**src/rtl/zf_stream_to_host_pkg.sv**
```systemverilog
// rtl/zf_stream_to_host_pkg.sv - shared Zynq FIFO defines: states, AXI defaults, debug bit map
package zf_stream_to_host_pkg;

    typedef enum logic [2:0] {
        ST_WAIT_MEM  = 3'd0,
        ST_WAIT_DATA = 3'd1,
        ST_WRITE     = 3'd2,
        ST_WAIT_RESP = 3'd3,
        ST_DROP      = 3'd4,
        ST_DONE      = 3'd5
    } zf_state_t;

    localparam logic [2:0] ZF_PROT_DEFAULT = 3'b010;
    localparam logic [7:0] ZF_WSTRB_FULL   = 8'hFF;

    // Debug bit map, shared with the host-to-stream reader
    localparam int DBG_STATE_LSB = 0;
    localparam int DBG_ERR       = 3;
    localparam int DBG_MEM_VALID = 4;
    localparam int DBG_MEM_ACK   = 5;
    localparam int DBG_AWVALID   = 6;
    localparam int DBG_AWREADY   = 7;
    localparam int DBG_WVALID    = 8;
    localparam int DBG_WREADY    = 9;
    localparam int DBG_BVALID    = 10;
    localparam int DBG_TVALID    = 11;
    localparam int DBG_LCNT_LSB  = 12;

    // The host expects the two 32-bit halves of each stream word in the opposite order
    function automatic logic [63:0] swap_words(input logic [63:0] d);
        return {d[31:0], d[63:32]};
    endfunction

endpackage

```
**src/rtl/zf_stream_to_host.sv**
```systemverilog
// rtl/zf_stream_to_host.sv - AXI-stream to host DDR line writer, single outstanding AXI write
module zf_stream_to_host
    import zf_stream_to_host_pkg::*;
#(
    parameter logic [2:0]  PROT      = ZF_PROT_DEFAULT,
    parameter logic [15:0] MAX_LINES = 16'd1024
) (
    input  logic        clk,
    input  logic        rst,
    input  logic        enb,
    output logic [31:0] AXI_AWADDR,
    output logic [2:0]  AXI_AWPROT,
    output logic        AXI_AWVALID,
    input  logic        AXI_AWREADY,
    output logic [63:0] AXI_WDATA,
    output logic [7:0]  AXI_WSTRB,
    output logic        AXI_WVALID,
    input  logic        AXI_WREADY,
    input  logic [1:0]  AXI_BRESP,
    input  logic        AXI_BVALID,
    output logic        AXI_BREADY,
    input  logic [63:0] i_tdata,
    input  logic        i_tlast,
    input  logic        i_tvalid,
    output logic        i_tready,
    input  logic [31:0] mem_addr,
    input  logic        mem_valid,
    output logic        mem_ack,
    output logic [31:0] debug
);

    zf_state_t   state, state_nxt;
    logic [31:0] base_addr;
    logic [63:0] line;
    logic [15:0] line_count;
    logic        last, err, aw_done, w_done;
    logic        aw_fire, w_fire, b_fire, t_fire;

    assign AXI_AWADDR = base_addr;
    assign AXI_AWPROT = PROT;
    assign AXI_WDATA  = line;
    assign AXI_WSTRB  = ZF_WSTRB_FULL;

    assign aw_fire = AXI_AWVALID && AXI_AWREADY;
    assign w_fire  = AXI_WVALID && AXI_WREADY;
    assign b_fire  = AXI_BVALID && AXI_BREADY;
    assign t_fire  = i_tvalid && i_tready;

    always_comb begin
        state_nxt   = state;
        AXI_AWVALID = 1'b0;
        AXI_WVALID  = 1'b0;
        AXI_BREADY  = 1'b0;
        i_tready    = 1'b0;
        mem_ack     = 1'b0;
        case (state)
            ST_WAIT_MEM:  if (mem_valid) state_nxt = ST_WAIT_DATA;
            ST_WAIT_DATA: begin
                i_tready = enb;
                if (i_tvalid) state_nxt = ST_WRITE;
            end
            ST_WRITE: begin
                AXI_AWVALID = enb && !aw_done;
                AXI_WVALID  = enb && !w_done;
                // Both channels may finish together; leave as soon as neither is outstanding
                if ((aw_done || (AXI_AWVALID && AXI_AWREADY)) &&
                    (w_done  || (AXI_WVALID  && AXI_WREADY)))
                    state_nxt = ST_WAIT_RESP;
            end
            ST_WAIT_RESP: begin
                AXI_BREADY = enb;
                if (AXI_BVALID) begin
                    if (last)                                 state_nxt = ST_DONE;
                    else if ((line_count + 16'd1) == MAX_LINES) state_nxt = ST_DROP;
                    else                                      state_nxt = ST_WAIT_DATA;
                end
            end
            ST_DROP: begin
                i_tready = enb;
                if (i_tvalid && i_tlast) state_nxt = ST_DONE;
            end
            ST_DONE: begin
                mem_ack   = enb;
                state_nxt = ST_WAIT_MEM;
            end
            default: state_nxt = ST_WAIT_MEM;
        endcase
    end

    always_ff @(posedge clk) begin
        if (rst) begin
            state      <= ST_WAIT_MEM;
            base_addr  <= '0;
            line       <= '0;
            line_count <= '0;
            last       <= 1'b0;
            err        <= 1'b0;
            aw_done    <= 1'b0;
            w_done     <= 1'b0;
        end else if (enb) begin
            state <= state_nxt;
            case (state)
                ST_WAIT_MEM: begin
                    base_addr  <= mem_addr;
                    line_count <= '0;
                    aw_done    <= 1'b0;
                    w_done     <= 1'b0;
                    err        <= 1'b0;
                end
                ST_WAIT_DATA: if (t_fire) begin
                    line <= swap_words(i_tdata);
                    last <= i_tlast;
                end
                ST_WRITE: begin
                    if (aw_fire) aw_done <= 1'b1;
                    if (w_fire)  w_done  <= 1'b1;
                end
                ST_WAIT_RESP: if (b_fire) begin
                    err        <= err | (AXI_BRESP != 2'b00);
                    aw_done    <= 1'b0;
                    w_done     <= 1'b0;
                    base_addr  <= base_addr + 32'd8;
                    line_count <= line_count + 16'd1;
                end
                default: ;
            endcase
        end
    end

    always_comb begin
        debug                              = '0;
        debug[DBG_STATE_LSB +: 3]          = state;
        debug[DBG_ERR]                     = err;
        debug[DBG_MEM_VALID]               = mem_valid;
        debug[DBG_MEM_ACK]                 = mem_ack;
        debug[DBG_AWVALID]                 = AXI_AWVALID;
        debug[DBG_AWREADY]                 = AXI_AWREADY;
        debug[DBG_WVALID]                  = AXI_WVALID;
        debug[DBG_WREADY]                  = AXI_WREADY;
        debug[DBG_BVALID]                  = AXI_BVALID;
        debug[DBG_TVALID]                  = i_tvalid;
        debug[DBG_LCNT_LSB +: 16]          = line_count;
    end

endmodule
```
**config.mk**
```make
export PLATFORM = sky130hd
export DESIGN_NAME = zf_stream_to_host
export DESIGN_NICKNAME = d
export VERILOG_FILES = /design/src/rtl/zf_stream_to_host_pkg.sv /design/src/rtl/zf_stream_to_host.sv
export SDC_FILE = /design/constraint.sdc
export NUM_CORES = 1
export LEC_CHECK = 0
export BUFFER_PORTS_ARGS = -buffer_cell sky130_fd_sc_hd__buf_2
export CORE_ASPECT_RATIO = 1.2
export CORE_MARGIN = 2
export CORE_UTILIZATION = 45
export CTS_BUF_LIST = sky130_fd_sc_hd__clkbuf_4 sky130_fd_sc_hd__clkbuf_8
export DETAILED_ROUTE_END_ITERATION = 8
export HOLD_SLACK_MARGIN = 0.02
export MAX_ROUTING_LAYER = met4
export PLACE_DENSITY = 0.84
export SETUP_SLACK_MARGIN = 0.15
export SYNTH_ARGS = -nofsm -noshare
export SYNTH_HDL_FRONTEND = slang
export SYNTH_SLANG_ARGS = --single-unit
```
**constraint.sdc**
```tcl
create_clock -name clk -period 2.8 [get_ports clk]
set_input_delay 0.28 -clock clk [delete_from_list [all_inputs] [get_ports clk]]
set_output_delay 0.28 -clock clk [all_outputs]
set_load 0.05 [all_outputs]
```
After elaboration in Yosys (flattened, before gate mapping)
Index checks and enable logic that the tools add are counted.
{"block": "word_totals", "regBits": 119, "in_bits": 107, "out_inout_bits": 144, "elab_cells": 73}
{"block": "classes", "n_addsub": 2, "eq_ne": 14, "n_mux": 24, "bitwise": 1, "n_reduce_logical": 24}
{"operator": "$pmux 32 s2", "count": 1}
{"operator": "$add 32x4->32 const B", "count": 1}
{"operator": "$mux 32", "count": 1}
{"operator": "$pmux 16 s2", "count": 1}
{"operator": "$mux 3", "count": 7}
{"operator": "$add 16x1->16 const B", "count": 1}
{"operator": "$eq 16x11->1 const B", "count": 1}
{"operator": "$mux 16", "count": 1}
{"operator": "$ne 2x2->1 const B", "count": 8}
{"operator": "$pmux 3 s5", "count": 1}
{"operator": "$logic_and 1x1->1", "count": 10}
{"operator": "$mux 1", "count": 9}
{"operator": "$reduce_and 4->1", "count": 2}
{"operator": "$eq 3x2->1 const B", "count": 2}
{"operator": "$eq 3x3->1 const B", "count": 2}
{"operator": "$pmux 1 s3", "count": 2}
{"operator": "$reduce_and 3->1", "count": 2}
{"operator": "$reduce_and 6->1", "count": 1}
{"operator": "$reduce_bool 2->1", "count": 2}
{"operator": "$eq 3x1->1 const B", "count": 1}
{"operator": "$logic_not 3->1", "count": 1}
{"operator": "$reduce_bool 3->1", "count": 1}
{"operator": "$logic_not 1->1", "count": 2}
{"operator": "$logic_or 1x1->1", "count": 2}
{"operator": "3 further kinds", "count": 3}

Depth between registers and ports, before layout
{"block": "logic_depth", "ltp_word": 7, "mapped_depth": 8, "depth_no_buf": 7}

Worst setup path after synthesis
Ideal clock, no wire load.
{"block": "synth_path", "path_kind": "reg2reg", "startpoint": "reg line_count[0]", "endpoint": "reg state[0]", "setup_ns": 0.132, "arrival_time_ns": 2.442, "required_time_ns": 2.668, "slack_ns": 0.225, "path_stages_with_launch": 8, "n_path_buf": 0, "synth_period_minus_slack_ns": 2.575, "cell_sequence": "dfxtp_1 ha_1 nand3_1 nor4_2 mux2i_1 or4_4 o31ai_2 a31oi_1"}
{"block": "synth_between", "elab_chain_len": 6}
{"element": "start: declaration", "line": "zf_stream_to_host.sv:35", "text": "logic [15:0] line_count;"}
{"element": "start signal: assignment", "line": "zf_stream_to_host.sv:123", "text": "line_count <= line_count + 16'd1;"}
{"element": "$add 16x1->16", "line": "zf_stream_to_host.sv:74", "text": "else if ((line_count + 16'd1) == MAX_LINES) state_nxt = ST_DROP;"}
{"element": "$eq 16x11->1", "line": "zf_stream_to_host.sv:74"}
{"element": "$mux 3", "line": "zf_stream_to_host.sv:74"}
{"element": "$mux 3", "line": "zf_stream_to_host.sv:73", "text": "if (last) state_nxt = ST_DONE;"}
{"element": "$mux 3", "line": "zf_stream_to_host.sv:72", "text": "if (AXI_BVALID) begin"}
{"element": "$pmux 3 s5", "line": "zf_stream_to_host.sv:56", "text": "case (state)"}
{"element": "end signal: assignment", "line": "zf_stream_to_host.sv:101", "text": "state <= state_nxt;"}
{"element": "end: declaration", "line": "zf_stream_to_host.sv:32", "text": "zf_state_t state, state_nxt;"}
Every way passes these cells. The select of a mux whose other input is x is not followed.
A chain may end at the register's enable or synchronous reset.

Final worst setup path
Ends and elaborated chain as after synthesis.

==> metrics <==
Async S/R FF share, synth 0%; Max Freq 0.412 GHz; met3 Resource Use GR 6.52%; GR Util met2 41.2%; CP startpoint kind register; Worst Path Arrival approximately 2.7 ns; ys flop type dfxtp_1; fin worst setup slack 0.375 ns; number of remaining DRC errors 0; TNS Setup 0 ns; status finished clean; Static Leak 3.11 nW; # placed instances approximately 1,100; Max-Cap Viols 0; Area contributors post-synth dfxtp_1 (43%), nand2_1 (12%), a21oi_1 (10%); # rows 44; post-synthesis register bit count around 120; antenna viol nets, final 0; Critical Path End Type register; post-cts repair resize count 0; Setup CP Type reg -> reg; Hold Path Class in -> reg; slew margin rel. 51.7%; CP max FO 9; grt met1 use between 20% and 30%; Synth cell types 53; area grow syn2layout 29.5%; gr usage total between 20 and 25%; CTS tree built; CTS H-tree depth 4; total grt overflow 0; Worst path depth 7; die height 125 µm; R2R cell count 7; number of global-route vias before repair approximately 5,500; initial antenna violation count 0; first-pass GRT wire length 25.7 mm; Hold-fix buffers, CTS 0; sequential area share after synthesis 43.3%; Yosys warning count 0; synthesized netlist cell count 730; global placement routability congestion 0.858; synthesized cell area 5500 µm²; DRT Wirelength approximately 16 mm; I/O Pins about 250; clk buf depth 2; Final Hold Vio Count 0; Num CTS Buffers 17; clock skew between 0.009 and 0.01 ns; routed len/inst 14.6 µm; fraction of layout cells with a size suffix above 1 30.9%; Vias/cell 5.37; pwr dens 570 nW/µm²; CP peak stage delay roughly 0.5 ns; post-route insts no fill 1,113; Max VDD drop 0.000363 V; min Tclk post-route 2.43 ns; pre-CTS WS 0.392 ns; crit-path cells ha_1 > nand3_1 > nor4_2 > mux2i_1 > or4_4 > o31ai_2 > a31oi_1; CP delay by family, top simple AND/OR/NAND/NOR gates; Final Cycle Share 86.6%; root buffer cell clkbuf_8; Port Buffers 235; CP Buf/Inv Count 0; post-synth top area share 43.3%; Final nets between 1,000 and 1,500; Final setup viols 0; Clock Latency Late Sink 0.42 ns; Worst Hold Depth 3; area leader, netlist dfxtp_1; EDFF count, synth 0; unrepaired setup endpoints after global routing false; vias 5,974; Die Footprint around 13,000 µm²; Critical Path RT 3.07 ns; Pre-antenna DRT Iters 5; Setup Fix Bufs, Post-CTS 0; average size of a mapped cell 7.53 µm²; largest net degree at the start of global routing 66; Clock Sinks 119; HPWL after DPL 11.7 mm; worst-margin pin slew 0.725 ns; core area about 12,000 µm²; Top Usage Layer GRT met2; CTS clk-pin slew, worst paths 0.08 ns; max-slew violations 0; DR iter-0 viols 317; Initial Utilization a little under half; Pwr Total ~4.1 mW; CP max-delay cell or4_4; die width 105 µm
## synth_stat cells (4+ instances only)
| cell | n |
|---|---|
| a22oi_1 | 7 |
| and2_1 | 8 |
| nand3_1 | 13 |
| nand2_1 | 182 |
| nor2_1 | 51 |
| dfxtp_1 | 119 |
| o211ai_1 | 7 |
| buf_4 | 24 |
| o21ai_0 | 25 |
| or3_1 | 5 |
| a311oi_1 | 4 |
| nand4_1 | 11 |
| clkbuf_1 | 46 |
| and3_1 | 10 |
| nand3b_1 | 4 |
| nor3_1 | 15 |
| a21oi_1 | 112 |
| nor4_1 | 6 |
| xnor2_1 | 5 |
| a31oi_1 | 16 |
| nor2b_1 | 6 |
## cell families (layout without fill, tap and decap cells)
kind of cell               count (synthesis)  after routing  share of synthesized area [%]
and+or+nand+nor                          330            330                           27.2
muxes                                      2              2                          0.364
DFF                                      119            119                           43.3
buffers and inverters                     75            283                           6.90
other                                      2             16                          0.137
adders and majority gates                  2              2                          0.455
AOI/OAI and AO/OA                        192            192                           20.3
xor gates and xnor gates                   8              8                           1.27
## final timing paths
path	start	end	slack (ns)
setup / recovery	line_count[0]	state[0]	0.37
hold / removal	i_tdata[38]	AXI_WDATA[6]	0.09
setup reg to reg	line_count[0]	state[0]	0.37
hold reg to reg	AXI_WDATA[61]	AXI_WDATA[61]	0.45
## where the power goes
| part | total (mW) | switching [mW] | leakage (nW) | internal (mW) |
|---|---|---|---|---|
| registers | 1.81 | 0.0575 | 0.965 | 1.75 |
| clock network | 1.61 | 0.701 | 0.193 | 0.906 |
| logic | 0.643 | 0.466 | 1.95 | 0.177 |
## tightest hold or removal path, delay by kind of cell
kind | cells | cell delay [ns]
AO/OA/AOI/OAI | 1 | 0.05
buffers and inverters | 1 | 0.09
AND/OR/NAND/NOR | 1 | 0.04
## state kept, by name (all words and copies together), names as in the netlist
signal and count:
state 3, AXI_AWADDR 32, aw_done 1, line_count 16
last 1, w_done 1, AXI_WDATA 64, err 1
## placed cells by master (no fill, tap or decap), drive strengths merged, types with 4 or more instances in the layout
| cell | Yosys | final |
|---|---|---|
| a311oi | 4 | 4 |
| a22oi | 7 | 7 |
| xnor2 | 5 | 5 |
| conb | 2 | 15 |
| o21ai | 25 | 25 |
| nand3 | 13 | 13 |
| clkinvlp | 0 | 6 |
| clkinv | 0 | 4 |
| clkbuf | 46 | 19 |
| nor3 | 16 | 16 |
| nand3b | 4 | 4 |
| nand4 | 12 | 12 |
| nor2 | 51 | 51 |
| and2 | 8 | 8 |
| buf | 27 | 249 |
| and3 | 10 | 10 |
| nand2 | 182 | 182 |
| nor4 | 7 | 7 |
| nor2b | 6 | 6 |
| a21oi | 112 | 112 |
| or3 | 5 | 5 |
| dfxtp | 119 | 119 |
| o211ai | 7 | 7 |
| a31oi | 16 | 16 |
## layer usage
metal  share of wire (%)  vias up  routed length (µm)
li1                    -     2914                   -
met1                  40     2740                6440
met2                  49      295                8020
met3                 9.0       25                1460
met4                 1.8        0                 300
met5                   0        -                   0
## area by class of cell
cell class | count | area [µm²]
multi-input combinational | 549 | 2800
inverter | 2 | 7.51
sequential | 119 | 2380
fill | 1129 | 4880
tap | 161 | 201
timing repair buffer | 249 | 1320
antenna | 1 | 2.50
clock buffer | 19 | 255
clock inverter | 13 | 155
## metrics by stage
| step | area [µm²] | utilization, % | hold WS [ns] |
|---|---|---|---|
| finish | 7120 | 59.3 | 0.0879 |
| global route | 7120 | 59.3 | 0.0705 |
| CTS | 7120 | 59.3 | 0.0609 |
| detailed placement | 6710 | 55.9 | 0.444 |
| global placement | 6710 | 55.9 | 0.438 |
| floorplan | 5550 | - | 0.416 |
Note: power is estimated with default switching activity, not from simulation.
